===== src/rtl/mem_port_arbiter.sv =====
// Purpose : shares one variable-latency memory port between data access (served first) and instruction fetch.
// Latency : zero-wait memory gives 3 cycles for fetch only and 4 cycles for data + fetch; no request gives 0 cycles.
// Backpressure: o_stall is held high until every access of the step completes; the bus waits on i_busReady.
//
// Ports:
//   clk, reset_x                    clock (rising edge), synchronous active-low reset
//   Fi_req, Fi_addr                 fetch request and PC
//   Mi_read/Mi_write/Mi_addr/
//   Mi_writeData/Mi_memSize         data request (write wins when both read and write are set)
//   i_busReady, i_busRData          memory completion and read data
//   o_bus*                          memory transaction request
//   Fo_inst, Mo_readData            last captured instruction and raw load word (registered)
//   o_stall, o_timeout              pipeline hold and sticky watchdog flag
module mem_port_arbiter #(
  parameter int unsigned TIMEOUT_CYC = 64,
  parameter logic [1:0]  FETCH_SIZE  = 2'b10
) (
  input  logic        clk,
  input  logic        reset_x,
  input  logic        Fi_req,
  input  logic [31:0] Fi_addr,
  input  logic        Mi_read,
  input  logic        Mi_write,
  input  logic [31:0] Mi_addr,
  input  logic [31:0] Mi_writeData,
  input  logic [1:0]  Mi_memSize,
  input  logic        i_busReady,
  input  logic [31:0] i_busRData,
  output logic        o_busValid,
  output logic        o_busWrite,
  output logic [31:0] o_busAddr,
  output logic [31:0] o_busWData,
  output logic [1:0]  o_busSize,
  output logic [31:0] Fo_inst,
  output logic [31:0] Mo_readData,
  output logic        o_stall,
  output logic        o_timeout
);

  typedef enum logic [1:0] {IDLE, DATA, FETCH, DONE} state_t;

  // Counter is just wide enough to reach TIMEOUT_CYC; it saturates at all-ones.
  localparam int unsigned CW = (TIMEOUT_CYC == 0) ? 1 : $clog2(TIMEOUT_CYC + 1);
  localparam logic [CW-1:0] WD_LIMIT = CW'(TIMEOUT_CYC);

  state_t        state_q, state_d;
  logic [31:0]   maddr_q, maddr_d;
  logic [31:0]   mwdata_q, mwdata_d;
  logic [1:0]    msize_q, msize_d;
  logic          mwrite_q, mwrite_d;
  logic [31:0]   faddr_q, faddr_d;
  logic          freq_q, freq_d;
  logic [31:0]   inst_q, inst_d;
  logic [31:0]   rdata_q, rdata_d;
  logic [CW-1:0] wcnt_q, wcnt_d;
  logic          timeout_q, timeout_d;
  logic          bus_wait;

  assign Fo_inst     = inst_q;
  assign Mo_readData = rdata_q;
  assign o_timeout   = timeout_q;

  always_comb begin
    state_d    = state_q;
    maddr_d    = maddr_q;
    mwdata_d   = mwdata_q;
    msize_d    = msize_q;
    mwrite_d   = mwrite_q;
    faddr_d    = faddr_q;
    freq_d     = freq_q;
    inst_d     = inst_q;
    rdata_d    = rdata_q;
    timeout_d  = timeout_q;
    wcnt_d     = '0;
    bus_wait   = 1'b0;
    o_busValid = 1'b0;
    o_busWrite = 1'b0;
    o_busAddr  = 32'd0;
    o_busWData = 32'd0;
    o_busSize  = 2'b00;
    o_stall    = 1'b0;

    case (state_q)
      IDLE: begin
        // Gated by reset so the pipeline sees no stall while reset is held.
        o_stall = reset_x & (Fi_req | Mi_read | Mi_write);
        if (Mi_read || Mi_write) begin
          maddr_d  = Mi_addr;
          mwdata_d = Mi_writeData;
          msize_d  = Mi_memSize;
          mwrite_d = Mi_write;
          faddr_d  = Fi_addr;
          freq_d   = Fi_req;
          state_d  = DATA;
        end else if (Fi_req) begin
          faddr_d  = Fi_addr;
          freq_d   = 1'b1;
          state_d  = FETCH;
        end
      end
      DATA: begin
        o_stall    = 1'b1;
        o_busValid = 1'b1;
        o_busWrite = mwrite_q;
        o_busAddr  = maddr_q;
        o_busWData = mwdata_q;
        o_busSize  = msize_q;
        bus_wait   = ~i_busReady;
        if (i_busReady) begin
          if (!mwrite_q) rdata_d = i_busRData;
          state_d = freq_q ? FETCH : DONE;
        end
      end
      FETCH: begin
        o_stall    = 1'b1;
        o_busValid = 1'b1;
        o_busAddr  = faddr_q;
        o_busSize  = FETCH_SIZE;
        bus_wait   = ~i_busReady;
        if (i_busReady) begin
          inst_d  = i_busRData;
          state_d = DONE;
        end
      end
      DONE: begin
        state_d = IDLE;
      end
      default: begin
        state_d = IDLE;
      end
    endcase

    // Counter defaults to zero, which covers clearing on ready and on return to IDLE.
    if (bus_wait) begin
      wcnt_d = (&wcnt_q) ? wcnt_q : wcnt_q + 1'b1;
      if ((TIMEOUT_CYC != 0) && (wcnt_d == WD_LIMIT)) timeout_d = 1'b1;
    end
  end

  always_ff @(posedge clk) begin
    if (!reset_x) begin
      state_q   <= IDLE;
      maddr_q   <= 32'd0;
      mwdata_q  <= 32'd0;
      msize_q   <= 2'b00;
      mwrite_q  <= 1'b0;
      faddr_q   <= 32'd0;
      freq_q    <= 1'b0;
      inst_q    <= 32'd0;
      rdata_q   <= 32'd0;
      wcnt_q    <= '0;
      timeout_q <= 1'b0;
    end else begin
      state_q   <= state_d;
      maddr_q   <= maddr_d;
      mwdata_q  <= mwdata_d;
      msize_q   <= msize_d;
      mwrite_q  <= mwrite_d;
      faddr_q   <= faddr_d;
      freq_q    <= freq_d;
      inst_q    <= inst_d;
      rdata_q   <= rdata_d;
      wcnt_q    <= wcnt_d;
      timeout_q <= timeout_d;
    end
  end

endmodule


===== config.mk =====
export PLATFORM = sky130hd
export DESIGN_NAME = mem_port_arbiter
export DESIGN_NICKNAME = d
export VERILOG_FILES = /design/src/rtl/mem_port_arbiter.sv
export SDC_FILE = /design/constraint.sdc
export NUM_CORES = 1
export LEC_CHECK = 0
export ABC_AREA = 1
export BUFFER_PORTS_ARGS = -buffer_cell sky130_fd_sc_hd__buf_2
export CAP_MARGIN = 20
export CORE_AREA = 2 2 118 120
export DETAILED_ROUTE_END_ITERATION = 12
export DIE_AREA = 0 0 120 122
export PLACE_DENSITY = 0.88
export SYNTH_ARGS = -nofsm -noshare
export SYNTH_HDL_FRONTEND = slang
export SYNTH_SLANG_ARGS = --single-unit

===== constraint.sdc =====
create_clock -name clk -period 2.25 [get_ports clk]
set_input_delay 0.225 -clock clk [delete_from_list [all_inputs] [get_ports clk]]
set_output_delay 0.225 -clock clk [all_outputs]
set_load 0.005 [all_outputs]

==> results of run 1 <==
-- metrics by stage --
step / area, um^2 / power (uW) / hold WS (ps)
2_1_floorplan: 6970 / 6970 / 360
3_3_place_gp: 8420 / 8260 / 438
3_5_place_dp: 8420 / 8380 / 449
4_1_cts: 8990 / 11300 / 11.3
5_1_grt: 9030 / 12000 / 30.7
6_report: 9030 / 11300 / 20.7
-- power by group through the flow --
stage / Combinational, uW / Sequential, uW / Clock, uW
CTS: 3830 / 4530 / 2890
finish: 3880 / 4540 / 2850
floorplan: 2450 / 4510 / 0
global route: 4380 / 4640 / 3000
global placement: 3710 / 4540 / 0
detailed placement: 3800 / 4580 / 0
-- how the worst max path moves through the flow --
stage                                 start                           end  slack (ps)  cells after the start
finish              state_q[1]$_SDFFE_PN0P_                  o_busAddr[6]         130                      6
global route        state_q[1]$_SDFFE_PN0P_                  o_busAddr[9]          20                      6
floorplan           state_q[0]$_SDFFE_PN0P_                  o_busSize[0]         780                      5
CTS                 state_q[1]$_SDFFE_PN0P_                  o_busAddr[0]          50                      6
detailed placement  state_q[1]$_SDFFE_PN0P_  Mo_readData[11]$_SDFFE_PN0P_         450                      8
global placement    state_q[1]$_SDFFE_PN0P_                  o_busAddr[0]         540                      6
-- sequential cells by signal, indices dropped and copies added (netlist names) --
signal and cells:
freq_q 1, Mo_readData 32, faddr_q 32, o_timeout 1, maddr_q 32, mwrite_q 1, state_q 2, Fo_inst 32
mwdata_q 32, wcnt_q 7, msize_q 2
-- worst min-delay path, delay by kind of cell --
family	cells	cell delay [ps]
buffers and inverters	1	70
and+or+nand+nor	2	110
-- layer usage --
layer  part of all wire  vias to the layer above  global-route usage
met5                  0                        -                   0
met4              0.026                        0              0.0956
met3              0.072                       42              0.0590
met2               0.49                      291               0.442
met1               0.41                     3179               0.298
li1                   -                     3590                   -
-- cell families (layout without fill, tap and decap cells) --
kind of cell	Yosys count	in the layout	synth area share
AND/OR/NAND/NOR	475	475	0.263
AO/OA/AOI/OAI	212	212	0.153
adder cells (fa/ha/maj)	5	5	0.00898
flip-flops	174	174	0.500
buffers and inverters	122	376	0.0752
-- cell usage in the layout (no fill, tap or decap), drive strengths merged, types with 3 or more instances in the layout --
cell / synthesis / routed
buf: 33 / 288
clkinv: 0 / 3
dfxtp: 174 / 174
nand2: 124 / 124
nand3: 8 / 8
o21ai: 168 / 168
ha: 5 / 5
clkbuf: 32 / 22
inv: 57 / 59
nor2: 339 / 339
a21oi: 42 / 42
-- repair_timing --
item / 4_1_cts / 5_1_grt
endpoints found under the hold margin: 0 / 0
endpoints found under the setup margin: 0 / 36
gates resized for setup: 0 / 3
-- area by class of cell --
cell class / count / area [um^2]
fill: 1163 / 4470
sequential: 174 / 3480
multi-input combinational: 692 / 2990
timing repair buffer: 288 / 1550
clock buffer: 22 / 454
tap: 180 / 225
inverter: 57 / 214
clock inverter: 9 / 111
-- cells in the mapped netlist (4+ instances only) --
cell / count / area [um^2]
sky130_fd_sc_hd__o21ai_1: 7 / 35.0
sky130_fd_sc_hd__nand2_1: 122 / 458
sky130_fd_sc_hd__buf_2: 25 / 125
sky130_fd_sc_hd__buf_6: 4 / 45.0
sky130_fd_sc_hd__a21oi_1: 41 / 205
sky130_fd_sc_hd__dfxtp_1: 174 / 3480
sky130_fd_sc_hd__nor2_1: 334 / 1250
sky130_fd_sc_hd__clkbuf_1: 31 / 116
sky130_fd_sc_hd__o21ai_0: 161 / 806
sky130_fd_sc_hd__inv_1: 54 / 203
sky130_fd_sc_hd__ha_1: 5 / 62.6
sky130_fd_sc_hd__nand3_1: 8 / 40.0
==> summary.log, run 1 <==
qor: worst_hold_path.timing.hold.worst.start Mi_writeData[26]
qor: power.sequentialPowerShare 0.403
qor: placed_design.numPortBuffers 269
qor: worst_setup_path.critical_path.max_fanout 20
qor: timing.worst_slew_margin_rel 0.615
qor: global_route.global_route_wire_length_before_repair 29.8 mm
qor: placed_design.dp.final_hpwl 13.0 mm
qor: floorplan.fp.dieArea 14600 um^2
qor: drt.total_iterations_of_the_first_detailed_routing_run 5
qor: logic_synthesis.synth.yosys.warnings 0
qor: logic_synthesis.synth_cell_types 24
qor: logic_synthesis.yosys_most_used_dff sky130_fd_sc_hd__dfxtp_1
qor: global_route.vias_in_the_first_global_route 6500
qor: layout.flow.area_growth_from_synthesis 29.6%
qor: logic_synthesis.netlist_instances 988
qor: logic_synthesis.avgSynthCellArea 7.05 um^2
qor: worst_setup_path.regToRegStartpoint state_q[0]$_SDFFE_PN0P_
qor: layout.layout-drive-gt1-share 0.265
qor: floorplan.floorplan.initialDensity 0.516
qor: worst_setup_path.ff2ff_setup_slack 470 ps
qor: power.swShare 0.366
qor: worst_setup_path.r2r_cells 7
qor: drt.dr_total_vias 7102
qor: timing.setup-violations-final 0
qor: timing.max_slew.worst_pin.slew 577 ps
qor: timing.timing.final.hold_violations 0
qor: worst_setup_path.crit_family buffers and inverters
qor: global_route.grtUsageTotal 0.252
qor: worst_setup_path.cp_cell_instances inv_1 -> ha_4 -> buf_4 -> nand2_1 -> a21oi_1 -> buf_2
qor: layout.fin_cells 1422
qor: clock_network.clock_sink_count 174
qor: worst_setup_path.regToRegEndpoint state_q[0]$_SDFFE_PN0P_
qor: floorplan.placeableCoreArea 13500 um^2
qor: floorplan.ioPinCount 270
qor: clock_network.cts.reportedPaths.clkPinSlew 70 ps
qor: logic_synthesis.synth_edf_count 0
qor: timing.tmin_final 2120 ps
qor: worst_hold_path.min_delay_worst_endpoint mwdata_q[26]$_SDFFE_PN0P_
qor: worst_setup_path.critPathCaptureType primary output
qor: worst_setup_path.critical-path-max-stage-delay 330 ps
qor: timing.grt_setup_unrepaired no
qor: drt.drt_iter0_drc 499
qor: drt.ant_nets 0
qor: global_route.globalRouteOverflowTotal 0
qor: clock_network.post_cts_buffers 0
qor: placed_design.detailedPlace.worstSlack 454 ps
qor: drt.drt_wl_total 19.0 mm
qor: global_route.grt_max_degree 90
qor: timing.postLayoutSetupSlackWorst 129 ps
qor: placed_design.gp_routability_congestion 0.834
qor: worst_hold_path.hold_path_depth 3
qor: placed_design.dp.cells 1390
qor: power.clockPowerShare 0.253
qor: floorplan.chipHeight 122 um
qor: clock_network.cts.path.max_buffers 2
qor: worst_setup_path.cp.arrival 1900 ps
qor: clock_network.clock_latency 420 ps
qor: timing.timing.fmax 0.471 GHz
qor: worst_setup_path.worst_setup_path_start_kind flip-flop
qor: run_status.run_status finished, final reports clean
qor: power.pwr-share-comb 0.344
qor: clock_network.postCtsHoldBufs 0
qor: worst_setup_path.critical_path.slowest_cell sky130_fd_sc_hd__dfxtp_1
qor: global_route.antenna_found_initial 1
qor: worst_setup_path.path_buf_inv 3
qor: logic_synthesis.syn_area 6970 um^2
qor: power.ir_worst_vdd 830 uV
qor: job.max_cap_violations 0
qor: power.power_report.internal_total 7150 uW
qor: clock_network.h-tree-depth 4
qor: power.leakage 0.00461 uW
qor: drt.vias_per_cell 4.99
qor: worst_setup_path.critPathRequiredTime 2030 ps
qor: layout.antennaDiodeCount 0
qor: drt.drc_errors 0
qor: worst_setup_path.critical_path_class reg -> out
qor: worst_hold_path.hp-class in -> reg
qor: floorplan.chipWidth 120 um
qor: clock_network.cts_root_buffer sky130_fd_sc_hd__clkbuf_16
qor: logic_synthesis.synth_async_reset_ratio 0
qor: floorplan.row_count 43
qor: logic_synthesis.yosysSeqAreaShare 0.500
qor: drt.wire_per_inst 13.4 um
qor: timing.slew_viol_final 0
qor: clock_network.tritoncts_clock_tree done
qor: clock_network.number_of_buffers_created_by_cts 17
qor: logic_synthesis.syn_nets 1129
qor: power.p_per_area 1250 nW/um^2
qor: power.p_sw 4130 uW
qor: timing.final.setup.tns 0 ps
qor: logic_synthesis.synthesis_stage_register_bit_count 174
qor: layout.final_core_util 0.669
qor: timing.fin_skew 6.47 ps
qor: timing.final_clock_period_utilization_by_the_worst_path 0.943
qor: layout.nNetsFinal 1371
Note: power is estimated with default switching activity, not from simulation.
==> run 2, diff against run 1 <==
--- a/config.mk
+++ b/config.mk
@@ -12,6 +12,7 @@
 export DETAILED_ROUTE_END_ITERATION = 12
 export DIE_AREA = 0 0 120 122
 export PLACE_DENSITY = 0.88
+export RECOVER_POWER = 50
 export SYNTH_ARGS = -nofsm -noshare
 export SYNTH_HDL_FRONTEND = slang
 export SYNTH_SLANG_ARGS = --single-unit
==> constraint.sdc (replaced) <==
create_clock -name clk -period 2.25 [get_ports clk]
set_input_delay 0.45 -clock clk [delete_from_list [all_inputs] [get_ports clk]]
set_output_delay 0.45 -clock clk [all_outputs]
set_load 0.005 [all_outputs]
==> run 2 against run 1 <==
Against the previous run: hold slack gained 220 ps; die area is the same; final cell count about the same; critical endpoint is now o_busAddr[18]; highest routed layer unchanged.
==> summary.log, run 2 (synthesis gave the netlist of run 1 again) <==
qor: clock_network.clock_latency 420 ps [about the same]
qor: layout.antennaDiodeCount 0 [unchanged]
qor: placed_design.numPortBuffers 269 [unchanged]
qor: job.max_cap_violations 0 [unchanged]
qor: timing.timing.final.hold_violations 0 [unchanged]
qor: power.leakage 0.00445 uW [-3.6%]
qor: drt.drt_wl_total 19.2 mm [+1.0%]
qor: placed_design.dp.cells 1388 [-0.14%]
qor: global_route.grtUsageTotal 0.253 [+0.00180]
qor: timing.fin_skew 6.47 ps [-0.00103 ps]
qor: power.p_per_area 1260 nW/um^2 [+1.1%]
qor: timing.max_slew.worst_pin.slew 758 ps [+180 ps]
qor: worst_setup_path.crit_family buffers and inverters
qor: floorplan.chipWidth 120 um [unchanged]
qor: layout.layout.cell_area.non_filler 9030 um^2 [unchanged]
qor: drt.total_iterations_of_the_first_detailed_routing_run 4 [-1]
qor: clock_network.postCtsHoldBufs 0 [unchanged]
qor: layout.mostFrequentLayoutCell sky130_fd_sc_hd__nor2_1
qor: drt.vias_per_cell 4.99 [-0.11%]
qor: clock_network.cts.path.max_buffers 2 [unchanged]
qor: run_status.run_status finished, final reports clean
qor: worst_setup_path.critical_path.slowest_cell sky130_fd_sc_hd__dfxtp_2
qor: global_route.grt_max_degree 76 [-16%]
qor: clock_network.cts.reportedPaths.clkPinSlew 70 ps [about the same]
qor: worst_setup_path.critPathCaptureType primary output
qor: timing.final_clock_period_utilization_by_the_worst_path 0.985 [+0.0421]
qor: worst_setup_path.critical_path_class reg -> out
qor: layout.flow.area_growth_from_synthesis 29.6% [unchanged]
qor: placed_design.gp_routability_congestion 0.787 [-5.7%]
qor: layout.layout-drive-gt1-share 0.234 [-0.0304]
qor: power.p_total 11400 uW [+1.1%]
qor: floorplan.placeableCoreArea 13500 um^2 [unchanged]
qor: layout.layout_common_cells sky130_fd_sc_hd__nor2_1, sky130_fd_sc_hd__buf_2, sky130_fd_sc_hd__dfxtp_1, sky130_fd_sc_hd__o21ai_0, sky130_fd_sc_hd__nand2_1
qor: global_route.globalRouteOverflowTotal 0 [unchanged]
qor: timing.tmin_final 2220 ps [+94.7 ps]
qor: layout.fin_cells 1421 [-0.070%]
qor: worst_setup_path.worst_setup_path_start_kind flip-flop
qor: clock_network.h-tree-depth 4 [unchanged]
qor: clock_network.clock_sink_count 174 [unchanged]
qor: drt.wire_per_inst 13.5 um [+1.1%]
qor: drt.drt_iter0_drc 467 [-6.4%]
qor: timing.slew_viol_final 0 [unchanged]
qor: drt.drc_errors 0 [unchanged]
qor: floorplan.floorplan.initialDensity 0.516 [unchanged]
qor: layout.nNetsFinal 1370 [-0.073%]
qor: global_route.global_route_wire_length_before_repair 30.0 mm [+0.65%]
qor: clock_network.number_of_buffers_created_by_cts 17 [unchanged]
qor: power.ir_worst_vdd 814 uV [-1.9%]
qor: drt.detail_route.wirelength.met1 7.95 mm [+0.80%]
qor: clock_network.cts_root_buffer sky130_fd_sc_hd__clkbuf_16
qor: worst_setup_path.cp_cell_instances inv_2 -> ha_4 -> inv_2 -> buf_12 -> a21oi_1 -> buf_2
qor: timing.setup-violations-final 0 [unchanged]
qor: drt.detailroute.wirelength.met3 1.55 mm [+13%]
qor: placed_design.placedInstanceArea 8410 um^2 [-0.18%]
qor: worst_setup_path.critical-path-max-stage-delay 390 ps [+60 ps]
qor: worst_setup_path.critical_path.max_fanout 37 [+85%]
qor: drt.highest_layer met4
qor: worst_hold_path.hp-class in -> reg
qor: floorplan.fp.dieArea 14600 um^2 [unchanged]
qor: timing.fin_worst_hold_slack 244 ps [+223 ps]
qor: floorplan.row_count 43 [unchanged]
qor: timing.grt_setup_unrepaired no
qor: timing.timing.fmax 0.451 GHz [-4.3%]
qor: clock_network.post_cts_buffers 0 [unchanged]
qor: clock_network.tritoncts_clock_tree done
qor: timing.final.setup.tns 0 ps [unchanged]
qor: floorplan.chipHeight 122 um [unchanged]
qor: worst_setup_path.crit_path_frequent_cell sky130_fd_sc_hd__inv_2
qor: drt.met2_wirelength 9.46 mm [+2.1%]
qor: global_route.antenna_found_initial 0 [-1]
qor: drt.dr_total_vias 7089 [-0.18%]
qor: placed_design.dp.final_hpwl 12.8 mm [-1.4%]
qor: layout.fillers 1167 [+0.34%]
qor: worst_setup_path.cp.arrival 1770 ps [-130 ps]
qor: global_route.vias_in_the_first_global_route 6440 [-0.92%]
qor: drt.ant_nets 0 [unchanged]
qor: worst_setup_path.critPathRequiredTime 1800 ps [-230 ps]
qor: floorplan.ioPinCount 270 [unchanged]
qor: timing.worst_slew_margin_rel 0.493 [-0.122]
qor: worst_setup_path.path_buf_inv 4 [+1]
-- run 2: cell types whose count changed in the layout (fill, tap and decap cells not counted), moves of 2 or more --
cell,before,now
sky130_fd_sc_hd__a21oi_1,41,39
sky130_fd_sc_hd__a21oi_2,1,3
sky130_fd_sc_hd__buf_2,268,225
sky130_fd_sc_hd__buf_4,15,9
sky130_fd_sc_hd__buf_6,0,2
sky130_fd_sc_hd__clkbuf_1,4,43
sky130_fd_sc_hd__clkbuf_2,0,2
sky130_fd_sc_hd__clkbuf_8,1,3
sky130_fd_sc_hd__nand2_1,122,124
sky130_fd_sc_hd__nand2_2,2,0
-- run 2: layout make-up --
cell class | instances | area (um^2) | area share
Sequential cell | 174 | 3490 | 0.386
Clock inverter | 11 | 131 | 0.0145
Timing Repair Buffer | 287 | 1510 | 0.168
Clock buffer | 20 | 467 | 0.0517
Inverter | 57 | 214 | 0.0237
Multi-Input combinational cell | 692 | 2990 | 0.332
Tap cell | 180 | 225 | 0.0249
-- run 2: stage by stage --
step,util,worst slack (ps)
6_report,0.669,34.1
3_5_place_dp,0.622,394
5_1_grt,0.669,6.56
2_1_floorplan,-,551
3_3_place_gp,0.622,450
4_1_cts,0.668,1.07
-- run 2: worst reg2reg max path: cells and delay by family, from the launching register on --
| family | cells | cell delay, ps |
|---|---|---|
| flip-flops | 1 | 360 |
| adder cells (fa/ha/maj) | 1 | 160 |
| AO/OA/AOI/OAI | 1 | 170 |
| buffers and inverters | 3 | 600 |
| AND/OR/NAND/NOR | 2 | 740 |
-- run 2: where the power goes --
part	internal (uW)	switching, uW	leakage [uW]
sequential	4060	493	0.00143
clock	1730	1220	0.000286
combinational	1390	2490	0.00273
total	7190	4200	0.00445
-- run 2: worst paths after layout --
kind | slack [ps] | to | depth (start not counted) | start
worst max-delay path | 30 | o_busAddr[18] | 6 | state_q[0]$_SDFFE_PN0P_
worst min-delay path | 240 | maddr_q[13]$_SDFFE_PN0P_ | 3 | Mi_addr[13]
worst max register to register | 160 | maddr_q[20]$_SDFFE_PN0P_ | 7 | state_q[0]$_SDFFE_PN0P_
worst min register to register | 460 | freq_q$_SDFFE_PN0P_ | 2 | freq_q$_SDFFE_PN0P_
-- run 2: per-layer routing --
layer  vias to the layer above  GRT usage
met5                         -          0
met4                         0     0.0904
met3                        25     0.0585
met2                       295      0.436
met1                      3183      0.311
li1                       3586          -
-- run 2: what timing repair did --
item | CTS | global route
endpoints found under the setup margin | 19 | 39
pin swaps | 0 | 0
gates cloned | 0 | 1
gates resized for setup | 4 | 10
